**config.mk**
```make
export PLATFORM = sky130hd
export DESIGN_NAME = pe_run_ctrl_flat
export DESIGN_NICKNAME = d
export VERILOG_FILES = /design/src/rtl/pe_ctrl_pkg.sv /design/src/rtl/pe_run_ctrl_if.sv /design/src/rtl/pe_vld_shift.sv /design/src/rtl/pe_run_ctrl.sv /design/src/flat_wrapper.sv
export SDC_FILE = /design/constraint.sdc
export NUM_CORES = 1
export LEC_CHECK = 0
export BUFFER_PORTS_ARGS = -buffer_cell sky130_fd_sc_hd__buf_2
export CELL_PAD_IN_SITES_DETAIL_PLACEMENT = 0
export CELL_PAD_IN_SITES_GLOBAL_PLACEMENT = 1
export CORE_UTILIZATION = 42
export CTS_CLUSTER_DIAMETER = 200
export DETAILED_ROUTE_END_ITERATION = 8
export PLACE_DENSITY_LB_ADDON = 0.1
export SLEW_MARGIN = 20
export SYNTH_ARGS = -nofsm -noshare
export SYNTH_HDL_FRONTEND = slang
export SYNTH_SLANG_ARGS = --single-unit
```
**constraint.sdc**
```tcl
create_clock -name clk -period 2.8 [get_ports clk]
set_clock_uncertainty 0.2 [all_clocks]
set_input_delay 0.42 -clock clk [delete_from_list [all_inputs] [get_ports clk]]
set_output_delay 0.42 -clock clk [all_outputs]
set_load 0.03 [all_outputs]
```
**src/rtl/pe_ctrl_pkg.sv**
```systemverilog
// Shared types and helpers for the PE run controller.
package pe_ctrl_pkg;

    typedef enum logic [1:0] {
        IDLE  = 2'd0,
        ISSUE = 2'd1,
        DRAIN = 2'd2,
        DONE  = 2'd3
    } pe_ctrl_state_t;

    localparam int PIPE_LAT_DEF = 3;

    // A zero or oversized request means "process the whole buffer".
    function automatic int clamp_len(input int len, input int data_num);
        return ((len == 0) || (len > data_num)) ? data_num : len;
    endfunction

endpackage

```
**src/rtl/pe_run_ctrl_if.sv**
```systemverilog
// Host command, buffer access and error-status bundle of the PE run controller.
interface pe_run_ctrl_if #(
    parameter int DATA_NUM  = 16,
    parameter int ERR_CNT_W = 8,
    parameter int ADDR_W    = $clog2(DATA_NUM)
);
    logic                 start_i;
    logic                 abort_i;
    logic [ADDR_W:0]      len_i;
    logic                 err1_i;
    logic                 err2_i;
    logic                 rd_en_o;
    logic [ADDR_W-1:0]    rd_addr_o;
    logic                 wb_en_o;
    logic [ADDR_W-1:0]    wb_addr_o;
    logic                 busy_o;
    logic                 done_o;
    logic [ERR_CNT_W-1:0] err1_cnt_o;
    logic [ERR_CNT_W-1:0] err2_cnt_o;
    logic                 first_err_vld_o;
    logic [ADDR_W-1:0]    first_err_addr_o;

    modport master (
        output start_i, abort_i, len_i, err1_i, err2_i,
        input  rd_en_o, rd_addr_o, wb_en_o, wb_addr_o, busy_o, done_o,
        input  err1_cnt_o, err2_cnt_o, first_err_vld_o, first_err_addr_o
    );

    modport slave (
        input  start_i, abort_i, len_i, err1_i, err2_i,
        output rd_en_o, rd_addr_o, wb_en_o, wb_addr_o, busy_o, done_o,
        output err1_cnt_o, err2_cnt_o, first_err_vld_o, first_err_addr_o
    );
endinterface

```
**src/rtl/pe_vld_shift.sv**
```systemverilog
// Valid delay line tracking entries in flight through the PE pipeline.
module pe_vld_shift #(
    parameter int PIPE_LAT = 3
) (
    input  logic                clk,
    input  logic                rst,
    input  logic                flush_i,
    input  logic                vld_i,
    output logic [PIPE_LAT-1:0] vld_o
);
    logic [PIPE_LAT-1:0] vld_q, vld_d;

    always_comb begin
        vld_d = '0;
        if (!flush_i) begin
            vld_d[0] = vld_i;
            for (int i = 1; i < PIPE_LAT; i++) begin
                vld_d[i] = vld_q[i-1];
            end
        end
    end

    always_ff @(posedge clk or posedge rst) begin
        if (rst) vld_q <= '0;
        else     vld_q <= vld_d;
    end

    assign vld_o = vld_q;
endmodule

```
**src/rtl/pe_run_ctrl.sv**
```systemverilog
// Run sequencer: issues buffer reads, tracks in-flight entries, drives write-back and error statistics.
//   state | meaning
//   IDLE  | waiting for start, results held
//   ISSUE | one read per cycle until the last address
//   DRAIN | waiting for in-flight entries to write back
//   DONE  | single done pulse cycle
module pe_run_ctrl
    import pe_ctrl_pkg::*;
#(
    parameter int DATA_NUM  = 16,
    parameter int ADDR_W    = $clog2(DATA_NUM),
    parameter int PIPE_LAT  = PIPE_LAT_DEF,
    parameter int ERR_CNT_W = 8
) (
    input logic        clk,
    input logic        rst,
    pe_run_ctrl_if.slave bus
);
    localparam logic [PIPE_LAT-1:0] TAP_MASK = PIPE_LAT'(1) << (PIPE_LAT - 1);

    pe_ctrl_state_t       state_q, state_d;
    logic                 rd_en_q, rd_en_d;
    logic [ADDR_W-1:0]    rd_addr_q, rd_addr_d;
    logic [ADDR_W-1:0]    rem_q, rem_d;
    logic [ADDR_W-1:0]    wb_addr_q, wb_addr_d;
    logic                 busy_q, busy_d;
    logic                 done_q, done_d;
    logic [ERR_CNT_W-1:0] err1_cnt_q, err1_cnt_d;
    logic [ERR_CNT_W-1:0] err2_cnt_q, err2_cnt_d;
    logic                 fe_vld_q, fe_vld_d;
    logic [ADDR_W-1:0]    fe_addr_q, fe_addr_d;

    logic [PIPE_LAT-1:0]  vld;
    logic [ADDR_W:0]      len_c;
    logic                 wb_en, in_flight, start_ok, abort_run, last_issue, pend_after;

    pe_vld_shift #(.PIPE_LAT(PIPE_LAT)) u_vld_shift (
        .clk     (clk),
        .rst     (rst),
        .flush_i (abort_run),
        .vld_i   (rd_en_q),
        .vld_o   (vld)
    );

    assign len_c      = (ADDR_W+1)'(clamp_len(int'(bus.len_i), DATA_NUM));
    assign wb_en      = vld[PIPE_LAT-1];
    assign in_flight  = |vld;
    assign start_ok   = (state_q == IDLE) && bus.start_i && !bus.abort_i;
    assign abort_run  = (state_q != IDLE) && bus.abort_i;
    assign last_issue = rd_en_q && (rem_q == '0);
    // Anything still in flight after this edge: the read being issued now or a non-tap stage.
    assign pend_after = rd_en_q || (|(vld & ~TAP_MASK));

    always_comb begin
        state_d = state_q;
        case (state_q)
            IDLE:    if (start_ok)    state_d = ISSUE;
            ISSUE:   if (last_issue)  state_d = DRAIN;
            DRAIN:   if (!pend_after) state_d = DONE;
            DONE:                     state_d = IDLE;
            default:                  state_d = IDLE;
        endcase
        if (abort_run) state_d = IDLE;
    end

    always_comb begin
        rd_en_d    = (state_d == ISSUE);
        busy_d     = (state_d != IDLE);
        done_d     = (state_d == DONE);
        rd_addr_d  = rd_addr_q;
        rem_d      = rem_q;
        wb_addr_d  = wb_addr_q;
        err1_cnt_d = err1_cnt_q;
        err2_cnt_d = err2_cnt_q;
        fe_vld_d   = fe_vld_q;
        fe_addr_d  = fe_addr_q;
        if (start_ok) begin
            rd_addr_d  = '0;
            rem_d      = ADDR_W'(len_c - 1'b1);
            wb_addr_d  = '0;
            err1_cnt_d = '0;
            err2_cnt_d = '0;
            fe_vld_d   = 1'b0;
            fe_addr_d  = '0;
        end else if (!abort_run) begin
            if (rd_en_q && !last_issue) begin
                rd_addr_d = rd_addr_q + 1'b1;
                rem_d     = rem_q - 1'b1;
            end
            if (wb_en) wb_addr_d = wb_addr_q + 1'b1;
            if (in_flight) begin
                if (bus.err1_i && (err1_cnt_q != '1)) err1_cnt_d = err1_cnt_q + 1'b1;
                if (bus.err2_i && (err2_cnt_q != '1)) err2_cnt_d = err2_cnt_q + 1'b1;
                if ((bus.err1_i || bus.err2_i) && !fe_vld_q) begin
                    fe_vld_d  = 1'b1;
                    fe_addr_d = wb_addr_q;
                end
            end
        end
    end

    always_ff @(posedge clk or posedge rst) begin
        if (rst) begin
            state_q    <= IDLE;
            rd_en_q    <= 1'b0;
            rd_addr_q  <= '0;
            rem_q      <= '0;
            wb_addr_q  <= '0;
            busy_q     <= 1'b0;
            done_q     <= 1'b0;
            err1_cnt_q <= '0;
            err2_cnt_q <= '0;
            fe_vld_q   <= 1'b0;
            fe_addr_q  <= '0;
        end else begin
            state_q    <= state_d;
            rd_en_q    <= rd_en_d;
            rd_addr_q  <= rd_addr_d;
            rem_q      <= rem_d;
            wb_addr_q  <= wb_addr_d;
            busy_q     <= busy_d;
            done_q     <= done_d;
            err1_cnt_q <= err1_cnt_d;
            err2_cnt_q <= err2_cnt_d;
            fe_vld_q   <= fe_vld_d;
            fe_addr_q  <= fe_addr_d;
        end
    end

    assign bus.rd_en_o          = rd_en_q;
    assign bus.rd_addr_o        = rd_addr_q;
    assign bus.wb_en_o          = wb_en;
    assign bus.wb_addr_o        = wb_addr_q;
    assign bus.busy_o           = busy_q;
    assign bus.done_o           = done_q;
    assign bus.err1_cnt_o       = err1_cnt_q;
    assign bus.err2_cnt_o       = err2_cnt_q;
    assign bus.first_err_vld_o  = fe_vld_q;
    assign bus.first_err_addr_o = fe_addr_q;
endmodule

```
**src/flat_wrapper.sv**
```systemverilog
// flat-port wrapper written by rule: the top's interface ports become plain ports
module pe_run_ctrl_flat import pe_ctrl_pkg::*;
#(
    parameter int DATA_NUM  = 16,
    parameter int ADDR_W    = $clog2(DATA_NUM),
    parameter int PIPE_LAT  = PIPE_LAT_DEF,
    parameter int ERR_CNT_W = 8
)
  (clk, rst, bus_start_i, bus_abort_i, bus_len_i, bus_err1_i, bus_err2_i, bus_rd_en_o, bus_rd_addr_o, bus_wb_en_o, bus_wb_addr_o, bus_busy_o, bus_done_o, bus_err1_cnt_o, bus_err2_cnt_o, bus_first_err_vld_o, bus_first_err_addr_o);
  pe_run_ctrl_if #(.DATA_NUM(DATA_NUM), .ERR_CNT_W(ERR_CNT_W), .ADDR_W(ADDR_W)) bus_i ();
  input logic clk;
  input logic rst;
  input wire logic [$bits(bus_i.start_i)-1:0] bus_start_i;
  input wire logic [$bits(bus_i.abort_i)-1:0] bus_abort_i;
  input wire logic [$bits(bus_i.len_i)-1:0] bus_len_i;
  input wire logic [$bits(bus_i.err1_i)-1:0] bus_err1_i;
  input wire logic [$bits(bus_i.err2_i)-1:0] bus_err2_i;
  output wire logic [$bits(bus_i.rd_en_o)-1:0] bus_rd_en_o;
  output wire logic [$bits(bus_i.rd_addr_o)-1:0] bus_rd_addr_o;
  output wire logic [$bits(bus_i.wb_en_o)-1:0] bus_wb_en_o;
  output wire logic [$bits(bus_i.wb_addr_o)-1:0] bus_wb_addr_o;
  output wire logic [$bits(bus_i.busy_o)-1:0] bus_busy_o;
  output wire logic [$bits(bus_i.done_o)-1:0] bus_done_o;
  output wire logic [$bits(bus_i.err1_cnt_o)-1:0] bus_err1_cnt_o;
  output wire logic [$bits(bus_i.err2_cnt_o)-1:0] bus_err2_cnt_o;
  output wire logic [$bits(bus_i.first_err_vld_o)-1:0] bus_first_err_vld_o;
  output wire logic [$bits(bus_i.first_err_addr_o)-1:0] bus_first_err_addr_o;
  assign bus_i.start_i = bus_start_i;
  assign bus_i.abort_i = bus_abort_i;
  assign bus_i.len_i = bus_len_i;
  assign bus_i.err1_i = bus_err1_i;
  assign bus_i.err2_i = bus_err2_i;
  assign bus_rd_en_o = bus_i.rd_en_o;
  assign bus_rd_addr_o = bus_i.rd_addr_o;
  assign bus_wb_en_o = bus_i.wb_en_o;
  assign bus_wb_addr_o = bus_i.wb_addr_o;
  assign bus_busy_o = bus_i.busy_o;
  assign bus_done_o = bus_i.done_o;
  assign bus_err1_cnt_o = bus_i.err1_cnt_o;
  assign bus_err2_cnt_o = bus_i.err2_cnt_o;
  assign bus_first_err_vld_o = bus_i.first_err_vld_o;
  assign bus_first_err_addr_o = bus_i.first_err_addr_o;
  pe_run_ctrl #(.DATA_NUM(DATA_NUM), .ADDR_W(ADDR_W), .PIPE_LAT(PIPE_LAT), .ERR_CNT_W(ERR_CNT_W)) u_core (.clk(clk), .rst(rst), .bus(bus_i));
endmodule
```
=== Yosys cells after proc, flatten, opt, wreduce, memory -nomap -nowiden ===
Cells that the tools add are included.

* Add/sub/neg operators: 6
* Order comparisons: 1
* Eq/ne operators: 8
* Muxes and demuxes: 32
* Reductions and logical operators: 32

{| class="wikitable"
|+ Operators by type and width
! operator !! count
|-
| $mux W8 || 8
|-
| $mux W4 || 14
|-
| $add A8 B1 Y8 const B || 2
|-
| $ne A8 B8 Y1 const B || 2
|-
| $reduce_bool A2 Y1 || 8
|-
| $reduce_and A3 Y1 || 3
|-
| $add A4 B1 Y4 const B || 2
|-
| $logic_and A1 B1 Y1 || 8
|-
| $mux W2 || 4
|-
| $pmux W2 S4 || 1
|-
| $sub A4 B1 Y4 const B || 2
|-
| $eq A2 B2 Y1 const B || 3
|-
| $gt A5 B5 Y1 const B || 1
|-
| $logic_not A5 Y1 || 1
|-
| $eq A2 B1 Y1 const B || 2
|-
| $logic_not A4 Y1 || 1
|-
| $mux W1 || 4
|-
| $reduce_and A2 Y1 || 2
|-
| $logic_not A1 Y1 || 3
|-
| $logic_or A1 B1 Y1 || 3
|-
| $mux W3 || 1
|-
| $reduce_or A3 Y1 || 1
|-
| $logic_not A2 Y1 || 1
|-
| $ne A2 B1 Y1 const B || 1
|-
| $reduce_or A2 Y1 || 1
|}

* Register bits: 41
* Bits of input ports: 11
* Output and inout port bits: 33
* Word-level logic and storage cells: 91

=== Longest topological paths before layout ===
* Depth in word-level cells: 7
* Mapped depth: 6
* Gate-level depth less buffers: 5

=== Cells and area by module ===
A second synthesis with hierarchy kept.

* Cell total of the unflattened synthesis: 207
* Area, all modules: 2030.7 µm²

{| class="wikitable"
|+ By module, submodules not included
! module !! instances !! cells an instance !! area an instance (µm²)
|-
| pe_run_ctrl || 1 || 200 || 1933.1
|-
| pe_vld_shift || 1 || 7 || 97.6
|}

=== Least setup slack after synthesis ===
OpenSTA, ideal clock, no wires.

* Kind: register to register
* Start: register u_core.err2_cnt_q[0] (netlist: u_core.bus.err2_cnt_o[0])
* End: register u_core.err2_cnt_q[0] (netlist: u_core.bus.err2_cnt_o[0])
* Arrival time: 1.874 ns
* Data required time: 2.472 ns
* Path slack: 0.598 ns
* Stages on the path, launching flop included: 6
* Buffers on the path: 0
* Path through: dfrtp_1 > ha_1 > nand4_1 > o21ai_1 > a21oi_2 > mux2_1

* Word-level cells in the longest chain between the ends: 5
* Elaborated cells between the ends (all ways): 9
* Those cells by class: 1 x add/sub; 1 x eq/ne; 4 x mux; 3 x reduce/logical

{| class="wikitable"
|+ RTL lines
! element !! RTL line !! RTL
|-
| from (decl) || pe_run_ctrl.sv:29 || <nowiki>logic [ERR_CNT_W-1:0] err2_cnt_q, err2_cnt_d;</nowiki>
|-
| from (signal assigned) || pe_run_ctrl.sv:124 || <nowiki>err2_cnt_q <= err2_cnt_d;</nowiki>
|-
| $add A8 B1 Y8 || pe_run_ctrl.sv:93 || <nowiki>if (bus.err2_i && (err2_cnt_q != '1)) err2_cnt_d = err2_cnt_q + 1'b1;</nowiki>
|-
| $mux W8 || pe_run_ctrl.sv:93 ||
|-
| $mux W8 || pe_run_ctrl.sv:91 || <nowiki>if (in_flight) begin</nowiki>
|-
| $mux W8 || pe_run_ctrl.sv:85 || <nowiki>end else if (!abort_run) begin</nowiki>
|-
| $mux W8 || pe_run_ctrl.sv:77 || <nowiki>if (start_ok) begin</nowiki>
|}

Parallel ways exist; a longest one is shown, timed or not. The select of a mux whose other input is x is not followed.
A chain may end at the register's enable or synchronous reset.

=== Worst setup path in the final report ===
* Start: register u_core.state_q[1]
* End: register u_core.err1_cnt_q[0] (netlist: u_core.bus.err1_cnt_o[0])

* Word-level cells in the longest chain between the ends: 5
* Elaborated cells between the ends (all ways): 10
* Those cells by class: 1 x eq/ne; 1 x mux; 8 x reduce/logical

{| class="wikitable"
|+ RTL lines
! element !! RTL line !! RTL
|-
| from (decl) || pe_run_ctrl.sv:21 || <nowiki>pe_ctrl_state_t state_q, state_d;</nowiki>
|-
| from (signal assigned) || pe_run_ctrl.sv:116 || <nowiki>state_q <= state_d;</nowiki>
|-
| $logic_not A2 Y1 || pe_run_ctrl.sv:48 || <nowiki>assign start_ok = (state_q == IDLE) && bus.start_i && !bus.abort_i;</nowiki>
|-
| $logic_and A1 B1 Y1 (2 in a row) || pe_run_ctrl.sv:48 ||
|-
| $ne A2 B1 Y1 (no line) or $reduce_bool A2 Y1 (tied branches) || -- ||
|-
| $reduce_and A3 Y1 (no line) || -- ||
|-
| to (signal assigned) || pe_run_ctrl.sv:123 || <nowiki>err1_cnt_q <= err1_cnt_d;</nowiki>
|-
| to (decl) || pe_run_ctrl.sv:28 || <nowiki>logic [ERR_CNT_W-1:0] err1_cnt_q, err1_cnt_d;</nowiki>
|}

Parallel ways exist; a longest one is shown, timed or not.

==> impl_metrics.py <==
metrics = {
    "sta": {
        "min_period_over_period": 0.761,
        "slew_headroom": 0.599,
        "hold_viol": 0,
        "max_freq_mhz": 469,
        "final.min_clock_period_ns": 2.13,
        "worstMarginPinSlew_ns": 0.599,
        "rsz0062_at_grt": "no",
        "drv_slew": 0,
        "setup-violations-final": 0,
        "setup_tns_ns": 0,
    },
    "final_layout": {
        "drive_gt1_frac": 0.267,
        "area_growth_pct": 15.9,
        "final_area_sq_um": 2590,
        "num_antenna_cells": 0,
        "final_nets": 280,
    },
    "clock_tree": {
        "clk_latency_ns": 0.29,
        "cts_resized": 0,
        "cts_buffers": 5,
        "root_buffer": "clkbuf_8",
        "clk_pin_slew_worst_paths_ns": 0.07,
        "ctsHoldBuffers": 0,
        "cts_buffer_depth": 2,
        "numClockSinks": 41,
        "tritoncts": "built",
        "htree_num_levels": 2,
        "post_cts_buffers": 0,
    },
    "yosys": {
        "async_reset_ff_frac": 1.00,
        "synthMuxAreaShare": 0.0599,
        "synth_compound_area_frac": 0.159,
        "ys.flop_type": "dfrtp_1",
        "yosysUniqueCellTypes": 48,
        "yosys.area_share.simple": 0.221,
        "synthCells": 221,
        "syn_nets": 236,
        "seq_area_frac_synth": 0.459,
        "ys_seq_elements": 41,
        "syn_area_sq_um": 2240,
        "synth_xor_xnor_area_share": 0.0313,
        "avgSynthCellArea_sq_um": 10.1,
        "synth_top_family_by_area": "simple AND/OR/NAND/NOR gates",
        "yosys_warnings": 0,
        "synth_edf_count": 0,
        "synthAdderAreaFrac": 0.0224,
    },
    "floorplan": {
        "chipWidth_um": 75.0,
        "initial_core_util": 0.438,
        "fp.coreArea_sq_um": 5110,
        "die_area_sq_um": 5620,
        "io_pins": 44,
        "row_count": 26,
        "die_y_um": 75.0,
    },
    "critical_path": {
        "path_buf_inv": 0,
        "cp-start-kind": "flip-flop",
        "r2r_slack_ns": 0.67,
        "r2r_end": "u_core.bus.err1_cnt_o[0]$_DFFE_PP0P_",
        "r2r-start": "u_core.state_q[1]$_DFF_PP0_",
        "cp-end-kind": "flip-flop",
        "crit_path_max_fanout": 34,
        "cp_top_family": "simple AND/OR/NAND/NOR gates",
        "worst_ep_required_time_ns": 2.78,
        "critPathKind": "reg2reg",
        "slowest_delay_ns": 0.76,
        "worst-r2r-cell-count": 3,
        "arrival_ns": 2.11,
        "crit_chain": "or4b_4 -> a21oi_2 -> mux2_1",
        "slowest_stage": "or4b_4",
    },
    "placement": {
        "dpl_cell_area_sq_um": 2490,
        "numPortBuffers": 43,
        "place.gp.congestion": 0.757,
        "hpwl_um": 3190,
    },
    "global_route": {
        "grt_pass1_vias": 1702,
        "grt.overflow.total": 0,
        "grt_start_max_net_pins": 42,
        "track_usage": 0.185,
        "antenna_found_initial": 0,
        "grt_pass1_wl_um": 7880,
    },
    "route": {
        "wirelength_um": 4600,
        "wl_met3_um": 153,
        "route.top_layer_used": "met4",
        "wl_per_cell_um": 13.7,
        "route.vias.total": 1795,
        "drt_iter0_markers": 124,
        "vias_per_cell": 5.34,
        "met1_length_um": 2230,
        "drc": 0,
        "antenna_left": 0,
        "dr_wl_met2_um": 2160,
        "drt_first_pass_iters": 4,
    },
    "power_and_ir_drop": {
        "p_leak_uw": 0.00122,
        "powerDensity_nw_per_um2": 772,
        "ir_drop_uv": 361,
        "finalPower_uw": 2000,
    },
    "hold_path": {
        "hold_class": "in2async",
    },
    "status": {
        "status": "finished clean",
    },
    "run": {
        "cap_violations": 0,
    },
}
sequential cells by signal (all words and copies together), names as in the netlist:
signal,flops
u_core.bus.wb_addr_o,4
u_core.u_vld_shift.vld_o,3
u_core.bus.rd_addr_o,4
u_core.rem_q,4
u_core.bus.done_o,1
u_core.bus.busy_o,1
u_core.bus.first_err_addr_o,4
u_core.bus.first_err_vld_o,1
u_core.bus.err1_cnt_o,8
u_core.bus.err2_cnt_o,8
u_core.bus.rd_en_o,1
u_core.state_q,2
synthesized netlist by cell type (3+ instances only):
library cell	n	area [sq um]
o21ai_0	11	55.1
ha_1	4	50.1
buf_2	3	15.0
inv_1	7	26.3
nand4_1	6	37.5
xor2_1	7	61.3
nor3_1	3	15.0
nor2_1	18	67.6
or4_1	3	22.5
nand2_1	19	71.3
nand2b_1	8	50.1
a211oi_2	5	62.6
nand3_1	15	75.1
a21oi_1	10	50.1
dfrtp_1	41	1030
mux2i_1	10	100
a31oi_1	4	25.0
buf_6	5	56.3
per-stage QoR:
stage | hold slack [ns] | worst slack [ns] | instances | utilization
global route | 0.106 | 0.560 | 336 | 0.507
floorplan | 0.286 | 0.598 | 221 | -
detailed placement | 0.327 | 0.559 | 328 | 0.488
CTS | 0.0644 | 0.674 | 336 | 0.507
finish | 0.0496 | 0.669 | 336 | 0.507
global placement | 0.330 | 0.570 | 328 | 0.488
cells by family after synthesis:
group	Yosys count
simple gates	91
compound gates	47
flops	41
buf+inv	17
mux	13
xor+xnor	8
fa+ha+maj	4
worst max-delay path by stage:
stage / from / to / slack (ns) / depth (start not counted)
2_1_floorplan: u_core.bus.err2_cnt_o[0]$_DFFE_PP0P_ / u_core.bus.err2_cnt_o[0]$_DFFE_PP0P_ / 0.60 / 5
3_3_place_gp: bus_abort_i / u_core.bus.err1_cnt_o[0]$_DFFE_PP0P_ / 0.57 / 4
3_5_place_dp: bus_abort_i / u_core.bus.err1_cnt_o[0]$_DFFE_PP0P_ / 0.56 / 4
4_1_cts: u_core.state_q[1]$_DFF_PP0_ / u_core.bus.err1_cnt_o[0]$_DFFE_PP0P_ / 0.67 / 3
5_1_grt: u_core.state_q[0]$_DFF_PP0_ / u_core.bus.err1_cnt_o[3]$_DFFE_PP0P_ / 0.56 / 4
6_report: u_core.state_q[1]$_DFF_PP0_ / u_core.bus.err1_cnt_o[0]$_DFFE_PP0P_ / 0.67 / 3
area by class of cell:
| cell class | count | area (sq um) |
|---|---|---|
| clock buffers | 7 | 96.3 |
| flip-flops and latches | 41 | 1030 |
| repair buffers | 47 | 245 |
| multi-input cells | 163 | 1100 |
| well taps | 70 | 87.6 |
| clock inverters | 1 | 5.00 |
| inverters | 7 | 26.3 |
| fillers | 506 | 2520 |
layout by cell type, fill, tap and decap left out, types with 2 or more instances in the layout:
master	instances
a2111oi_2	2
a211oi_2	5
a21oi_1	10
a21oi_2	2
a31oi_1	4
and2_1	2
and3_1	2
and4_1	2
buf_2	43
buf_4	4
clkbuf_8	7
dfrtp_1	41
ha_1	4
inv_1	7
mux2_1	2
mux2i_1	10
nand2_1	19
nand2b_1	8
nand3_1	15
nand4_1	6
nor2_1	18
nor3_1	3
nor4_1	2
o21ai_0	11
o21ai_1	2
o31ai_1	2
or3_1	2
or4_1	3
or4b_4	2
xor2_1	7
routing by layer:
layer  vias to the layer above  GRT usage
li1                        887          -
met1                       874      0.255
met2                        28      0.298
met3                         6     0.0361
met4                         0     0.0503
met5                         -          0
worst reg2reg max path, cell delays in order (launching register included):
cell and delay, ns:
dfrtp_1 0.46, or4b_4 0.76, a21oi_2 0.26, mux2_1 0.33
where the power goes:
part | internal, uW | leakage (uW) | switching, uW | total (uW)
registers | 722 | 0.000538 | 157 | 879
logic | 234 | 0.000626 | 463 | 697
clock network | 223 | 0.0000542 | 203 | 426
Note: power is estimated with default switching activity, not from simulation.
